## src/rtl/alu_share_arbiter.sv

```systemverilog
// Round-robin arbiter/sequencer sharing one add/sub/cmp ALU among NREQ requesters.
// Optional watchdog on the ALU wait is enabled by defining ALU_WDOG_EN.
module alu_share_arbiter #(
  parameter int WIDTH   = 32,
  parameter int NREQ    = 4,
  parameter int IDW     = $clog2(NREQ),
  parameter int TIMEOUT = 64
) (
  input  logic                  i_clk,
  input  logic                  i_rst_n,
  input  logic [NREQ-1:0]       i_req_valid,
  output logic [NREQ-1:0]       o_req_ready,
  input  logic [NREQ*WIDTH-1:0] i_req_op1,
  input  logic [NREQ*WIDTH-1:0] i_req_op2,
  input  logic [NREQ*2-1:0]     i_req_opc,
  output logic [WIDTH-1:0]      o_alu_op1,
  output logic [WIDTH-1:0]      o_alu_op2,
  output logic                  o_alu_add,
  output logic                  o_alu_sub,
  output logic                  o_alu_cmp,
  output logic                  o_alu_start,
  input  logic [WIDTH:0]        i_alu_result,
  input  logic                  i_alu_done,
  output logic                  o_rsp_valid,
  input  logic                  i_rsp_ready,
  output logic [IDW-1:0]        o_rsp_id,
  output logic [WIDTH:0]        o_rsp_result,
  output logic                  o_rsp_eq,
  output logic                  o_rsp_lt,
  output logic                  o_rsp_err
);

  if (NREQ < 2 || NREQ > 8 || IDW != $clog2(NREQ) || TIMEOUT < 1) begin : g_cfg_check
    $error("alu_share_arbiter: unsupported NREQ/IDW/TIMEOUT combination");
  end

  typedef enum logic [1:0] {
    S_IDLE  = 2'd0,
    S_ISSUE = 2'd1,
    S_WAIT  = 2'd2,
    S_RESP  = 2'd3
  } state_t;

  // Compare flags only mean something for cmp; add/sub report zero flags.
  function automatic logic [1:0] cmp_flags(input logic [WIDTH:0] res, input logic is_cmp);
    logic [1:0] flags;
    flags = 2'b00;
    if (is_cmp) begin
      flags = {(res[WIDTH-1:0] == '0), res[WIDTH]};
    end
    return flags;
  endfunction

  state_t             r_state;
  logic [IDW-1:0]     r_rr_ptr;
  logic [IDW-1:0]     r_id;
  logic [WIDTH-1:0]   r_alu_op1;
  logic [WIDTH-1:0]   r_alu_op2;
  logic               r_alu_add;
  logic               r_alu_sub;
  logic               r_alu_cmp;
  logic               r_alu_start;
  logic               r_rsp_valid;
  logic [IDW-1:0]     r_rsp_id;
  logic [WIDTH:0]     r_rsp_result;
  logic               r_rsp_eq;
  logic               r_rsp_lt;
  logic               r_rsp_err;

  logic               w_gnt_found;
  logic [IDW-1:0]     w_gnt_id;
  logic [NREQ-1:0]    w_gnt_onehot;
  logic               w_accept;
  logic [IDW-1:0]     w_next_ptr;
  logic [WIDTH-1:0]   w_gnt_op1;
  logic [WIDTH-1:0]   w_gnt_op2;
  logic [1:0]         w_gnt_opc;

`ifdef ALU_WDOG_EN
  localparam int WDW = $clog2(TIMEOUT + 1);
  logic [WDW-1:0]     r_wdog;
`endif

  // Scan from the highest offset down so the nearest valid at/after rr_ptr wins.
  always_comb begin
    logic [IDW-1:0] idx;
    w_gnt_found  = 1'b0;
    w_gnt_id     = '0;
    w_gnt_onehot = '0;
    idx          = '0;
    for (int k = NREQ - 1; k >= 0; k--) begin
      idx = IDW'((int'(r_rr_ptr) + k) % NREQ);
      if (i_req_valid[idx]) begin
        w_gnt_found = 1'b1;
        w_gnt_id    = idx;
      end
    end
    if (w_gnt_found) begin
      w_gnt_onehot[w_gnt_id] = 1'b1;
    end
  end

  assign w_accept    = (r_state == S_IDLE) && w_gnt_found;
  assign o_req_ready = (r_state == S_IDLE && i_rst_n) ? w_gnt_onehot : '0;
  assign w_next_ptr  = (w_gnt_id == IDW'(NREQ - 1)) ? '0 : w_gnt_id + IDW'(1);
  assign w_gnt_op1   = i_req_op1[w_gnt_id*WIDTH +: WIDTH];
  assign w_gnt_op2   = i_req_op2[w_gnt_id*WIDTH +: WIDTH];
  assign w_gnt_opc   = i_req_opc[w_gnt_id*2 +: 2];

  always_ff @(posedge i_clk) begin
    if (!i_rst_n) begin
      r_state      <= S_IDLE;
      r_rr_ptr     <= '0;
      r_id         <= '0;
      r_alu_op1    <= '0;
      r_alu_op2    <= '0;
      r_alu_add    <= 1'b0;
      r_alu_sub    <= 1'b0;
      r_alu_cmp    <= 1'b0;
      r_alu_start  <= 1'b0;
      r_rsp_valid  <= 1'b0;
      r_rsp_id     <= '0;
      r_rsp_result <= '0;
      r_rsp_eq     <= 1'b0;
      r_rsp_lt     <= 1'b0;
      r_rsp_err    <= 1'b0;
`ifdef ALU_WDOG_EN
      r_wdog       <= '0;
`endif
    end else begin
      r_alu_start <= 1'b0;
      case (r_state)
        S_IDLE: begin
          if (w_accept) begin
            r_rr_ptr <= w_next_ptr;
            if (w_gnt_opc == 2'b11) begin
              // Illegal opcode never touches the ALU; answer straight away.
              r_state      <= S_RESP;
              r_rsp_valid  <= 1'b1;
              r_rsp_id     <= w_gnt_id;
              r_rsp_result <= '0;
              r_rsp_eq     <= 1'b0;
              r_rsp_lt     <= 1'b0;
              r_rsp_err    <= 1'b1;
            end else begin
              r_state     <= S_ISSUE;
              r_id        <= w_gnt_id;
              r_alu_op1   <= w_gnt_op1;
              r_alu_op2   <= w_gnt_op2;
              r_alu_add   <= (w_gnt_opc == 2'b00);
              r_alu_sub   <= (w_gnt_opc == 2'b01);
              r_alu_cmp   <= (w_gnt_opc == 2'b10);
              r_alu_start <= 1'b1;
            end
          end
        end
        S_ISSUE: begin
          r_state <= S_WAIT;
`ifdef ALU_WDOG_EN
          r_wdog  <= '0;
`endif
        end
        S_WAIT: begin
          if (i_alu_done) begin
            r_state                <= S_RESP;
            r_rsp_valid            <= 1'b1;
            r_rsp_id               <= r_id;
            r_rsp_result           <= i_alu_result;
            {r_rsp_eq, r_rsp_lt}   <= cmp_flags(i_alu_result, r_alu_cmp);
            r_rsp_err              <= 1'b0;
            r_alu_op1              <= '0;
            r_alu_op2              <= '0;
            r_alu_add              <= 1'b0;
            r_alu_sub              <= 1'b0;
            r_alu_cmp              <= 1'b0;
          end
`ifdef ALU_WDOG_EN
          else if (r_wdog == WDW'(TIMEOUT - 1)) begin
            r_state      <= S_RESP;
            r_rsp_valid  <= 1'b1;
            r_rsp_id     <= r_id;
            r_rsp_result <= '0;
            r_rsp_eq     <= 1'b0;
            r_rsp_lt     <= 1'b0;
            r_rsp_err    <= 1'b1;
            r_alu_op1    <= '0;
            r_alu_op2    <= '0;
            r_alu_add    <= 1'b0;
            r_alu_sub    <= 1'b0;
            r_alu_cmp    <= 1'b0;
          end else begin
            r_wdog <= r_wdog + 1'b1;
          end
`endif
        end
        S_RESP: begin
          if (i_rsp_ready) begin
            r_state     <= S_IDLE;
            r_rsp_valid <= 1'b0;
          end
        end
        default: r_state <= S_IDLE;
      endcase
    end
  end

  assign o_alu_op1    = r_alu_op1;
  assign o_alu_op2    = r_alu_op2;
  assign o_alu_add    = r_alu_add;
  assign o_alu_sub    = r_alu_sub;
  assign o_alu_cmp    = r_alu_cmp;
  assign o_alu_start  = r_alu_start;
  assign o_rsp_valid  = r_rsp_valid;
  assign o_rsp_id     = r_rsp_id;
  assign o_rsp_result = r_rsp_result;
  assign o_rsp_eq     = r_rsp_eq;
  assign o_rsp_lt     = r_rsp_lt;
  assign o_rsp_err    = r_rsp_err;

endmodule

```

## config.mk

```make
export PLATFORM = sky130hd
export DESIGN_NAME = alu_share_arbiter
export DESIGN_NICKNAME = d
export VERILOG_FILES = /design/src/rtl/alu_share_arbiter.sv
export SDC_FILE = /design/constraint.sdc
export NUM_CORES = 1
export LEC_CHECK = 0
export ABC_AREA = 1
export ABC_CLOCK_PERIOD_IN_PS = 3200
export BUFFER_PORTS_ARGS = -buffer_cell sky130_fd_sc_hd__clkbuf_2
export CAP_MARGIN = 20
export CORE_AREA = 5 5 160 162
export DETAILED_ROUTE_END_ITERATION = 10
export DIE_AREA = 0 0 165 167
export PLACE_DENSITY_LB_ADDON = 0.3
export SLEW_MARGIN = 20
export SYNTH_ARGS = -nofsm -noshare
export SYNTH_HDL_FRONTEND = slang
export SYNTH_SLANG_ARGS = --single-unit
```

## constraint.sdc

```tcl
create_clock -name i_clk -period 3.2 [get_ports i_clk]
set_input_delay 0.16 -clock i_clk [delete_from_list [all_inputs] [get_ports i_clk]]
set_output_delay 0.16 -clock i_clk [all_outputs]
set_load 0.02 [all_outputs]
```

==> metrics.txt <==
routing usage on met1=23.0%; simple logic cell fraction of the synthesized area=38.9%; leakage power=5.05 nW; Top Usage Layer GRT=met2; TritonCTS clock tree=built; worst hold path class=in -> reg; first drt pass iteration count=5; count of final setup violators=0; share of synthesized flip-flops with an asynchronous set or reset=0%; fraction of the mapped netlist area in adder cells=1.42%; start of the worst register-to-register path=r_rr_ptr[0]$_SDFFE_PN0P_; commonest non-fill, non-tap cell in the layout=sky130_fd_sc_hd__clkbuf_2; maximum frequency from static timing analysis=0.342 GHz; power density normalized to cell area=1240 nW/um^2; Total Power Consumption=12.3 mW; Post-synth EDFFs=0; final period demand of the worst path=2.93 ns; Endpoint, Worst Hold=o_rsp_result[12]$_SDFFE_PN0P_; clock slew seen by the registers of the worst setup and hold paths=0.06 ns; setup slack of the worst register-to-register path=0.28 ns; Least-Margin Pin Slew=0.975 ns; status=finished clean; Cell variety after synth=29; initial core utilization=29.3%; final WL=28600 um; compound-cell area share of the yosys netlist=18.8%; Residual DRC=0; synthesized instance count=about 1200; number of storage elements in the synthesis netlist=approximately 110; xor-xnor portion of the synthesized cell area=0%; Worst Clk Skew=about 0.011 ns; sequential element share of the synthesized area=between 30% and 40%; global route overflow=0; post-route setup TNS=0 ns; Fill cells=2652; Netlist Area Pre-Place=7030 um^2; number of hold violations in the final report=0; initial antenna violation count=1; setup repair after global routing missed its margin=no; buffer cell driving the clock tree root=sky130_fd_sc_hd__clkbuf_16; synthesized net count=1476; Clock Tree Buf Depth=2; Slew headroom=a little over a third; H-Tree Level Count=4; die width=165 um; # rows=57; WHS Path Cells=4; met3 GRT Util=under 10%; nature of the critical path endpoint=output port; met2 usage in global routing=34.6%; First DRT Iteration DRCs=520; max-cap check violation count=0; Reg2Reg Capture Point=o_alu_op1[21]$_SDFFE_PN0P_; min-delay src=i_alu_result[12]; startpoint type of the worst setup path=register; io pins=416; synthesis-to-finish area growth=40.8%; crit-path max FO=45; height of the chip=167 um; final count of pins violating max slew=0; Top FF cell, synth=sky130_fd_sc_hd__dfxtp_1; Worst EP arrival=2.77 ns; vias per cell=4.76; mean instance size in the synthesized netlist=6.05 um^2; Critical Setup Path Class=reg -> out; fraction of final layout cells sized beyond drive strength 1=31.9%; # port buffers=slightly above 400; number of sinks handled by clock tree synthesis=113; routed via count=8860; die area=27600 um^2; Critical Path RT=between 3 and 4 ns; Clock Latency Late Sink=0.41 ns; largest family of logic cells by synthesized area=simple AND/OR/NAND/NOR gates; warning count from the yosys run=0; share of cell area taken by muxes after synthesis=0%; drt wl/cell=15.4 um; Core Footprint=24000 um^2; vias in the first global route=approximately 8400; HPWL after DPL=21200 um; wire length of the first global-routing pass=43200 um; top library cells by usage in the layout, fill and taps aside=414 x sky130_fd_sc_hd__clkbuf_2, 303 x sky130_fd_sc_hd__nand2_1, 275 x sky130_fd_sc_hd__nor2_1; clock buffer count from CTS=17; maximum number of pins on one net before global-route repair=89; remaining antenna violation count=0; Final Wtd Congestion=0.856; number of cells on the worst reg-to-reg path=16; post-layout net count=1835; GRT Resource Usage Total=19.5%; IR drop worst, VDD=0.000717 V; fraction of the cycle the final worst path needs=91.5%; post-cts hold buffer count=0
## cells in the mapped netlist, drive strengths merged, types with 8 or more instances
cell / number / area [um^2]
nand2: 313 / 1200
nor2: 277 / 1040
o21ai: 137 / 689
dfxtp: 113 / 2260
o22ai: 64 / 400
clkbuf: 49 / 184
a21oi: 44 / 224
buf: 44 / 285
inv: 38 / 143
nand3b: 31 / 233
nand3: 26 / 150
ha: 8 / 100
nor4: 8 / 50.1
## per-layer routing
| layer | routed length (um) | vias to the layer above |
|---|---|---|
| met5 | 0 | - |
| met4 | 555 | 0 |
| met2 | 14100 | 331 |
| met3 | 2270 | 34 |
| li1 | - | 4516 |
| met1 | 11600 | 3979 |
## stage by stage
stage          hold WS (ns)  cell area, um^2  setup WS (ns)  instances  utilization (%)
2_1_floorplan         0.392             7030           1.08       1163                -
3_3_place_gp          0.438             9290          0.158       1826             38.8
3_5_place_dp          0.443             9290         0.0796       1826             38.8
4_1_cts              0.0636             9880         0.0727       1858             41.2
5_1_grt              0.0829             9900         0.0151       1860             41.3
6_report             0.0831             9900          0.272       1860             41.3
## power by group
part	internal, mW	leakage (nW)	switching [mW]
sequential	1.85	0.930	0.246
clock	1.17	0.288	0.760
combinational	2.67	3.83	5.56
## layout make-up
class	count	area (um^2)	area share, %
Tap cell	324	405	4.09
Clock buffer	17	425	4.30
Inverter	39	151	1.53
Clock inverter	15	170	1.72
Sequential cell	113	2260	22.8
Antenna cell	1	2.50	0.0253
Timing Repair Buffer	432	2300	23.2
Multi-Input combinational cell	919	4190	42.3
## flip-flops by register name (all words and copies together) (netlist names)
signal,cells
o_alu_op1,32
o_rsp_result,33
o_alu_start,1
o_alu_add,1
r_state,2
o_alu_sub,1
o_rsp_lt,1
o_rsp_eq,1
o_rsp_id,2
o_rsp_valid,1
o_alu_cmp,1
r_id,2
o_alu_op2,32
o_rsp_err,1
r_rr_ptr,2
## cell families after synthesis
logic type | count (synthesis)
AND/OR/NAND/NOR | 664
buffers and inverters | 132
AO/OA/AOI/OAI | 246
flip-flops | 113
adder cells (fa/ha/maj) | 8
## how the worst max path moves through the flow
| stage | startpoint | end | slack (ns) | depth (start not counted) |
|---|---|---|---|---|
| floorplan | r_rr_ptr[0]$_SDFFE_PN0P_ | o_req_ready[0] | 1.08 | 14 |
| global placement | r_rr_ptr[0]$_SDFFE_PN0P_ | o_alu_op2[2]$_SDFFE_PN0P_ | 0.16 | 16 |
| detailed placement | r_rr_ptr[0]$_SDFFE_PN0P_ | o_alu_op1[21]$_SDFFE_PN0P_ | 0.08 | 16 |
| CTS | r_rr_ptr[0]$_SDFFE_PN0P_ | o_alu_op1[21]$_SDFFE_PN0P_ | 0.07 | 16 |
| global route | r_rr_ptr[0]$_SDFFE_PN0P_ | o_req_ready[1] | 0.02 | 13 |
| finish | r_rr_ptr[0]$_SDFFE_PN0P_ | o_req_ready[1] | 0.27 | 13 |
## critical path: stages, from the launching register on
cell	delay, ns
sky130_fd_sc_hd__dfxtp_1	0.51
sky130_fd_sc_hd__inv_1	0.12
sky130_fd_sc_hd__nand2_1	0.10
sky130_fd_sc_hd__nand3_1	0.12
sky130_fd_sc_hd__nand2_1	0.10
sky130_fd_sc_hd__nand3_2	0.09
sky130_fd_sc_hd__nand2_1	0.08
sky130_fd_sc_hd__nand2_2	0.10
sky130_fd_sc_hd__nand2_4	0.15
sky130_fd_sc_hd__buf_4	0.42
sky130_fd_sc_hd__ha_1	0.22
sky130_fd_sc_hd__inv_1	0.04
sky130_fd_sc_hd__nor2_1	0.09
sky130_fd_sc_hd__clkbuf_2	0.20
## timing repair
item,in CTS,in global routing
hold endpoints to repair,0,0
endpoints found under the setup margin,0,95
resized for setup,0,2
setup buffers,0,0
(Power assumes the default switching activity.)
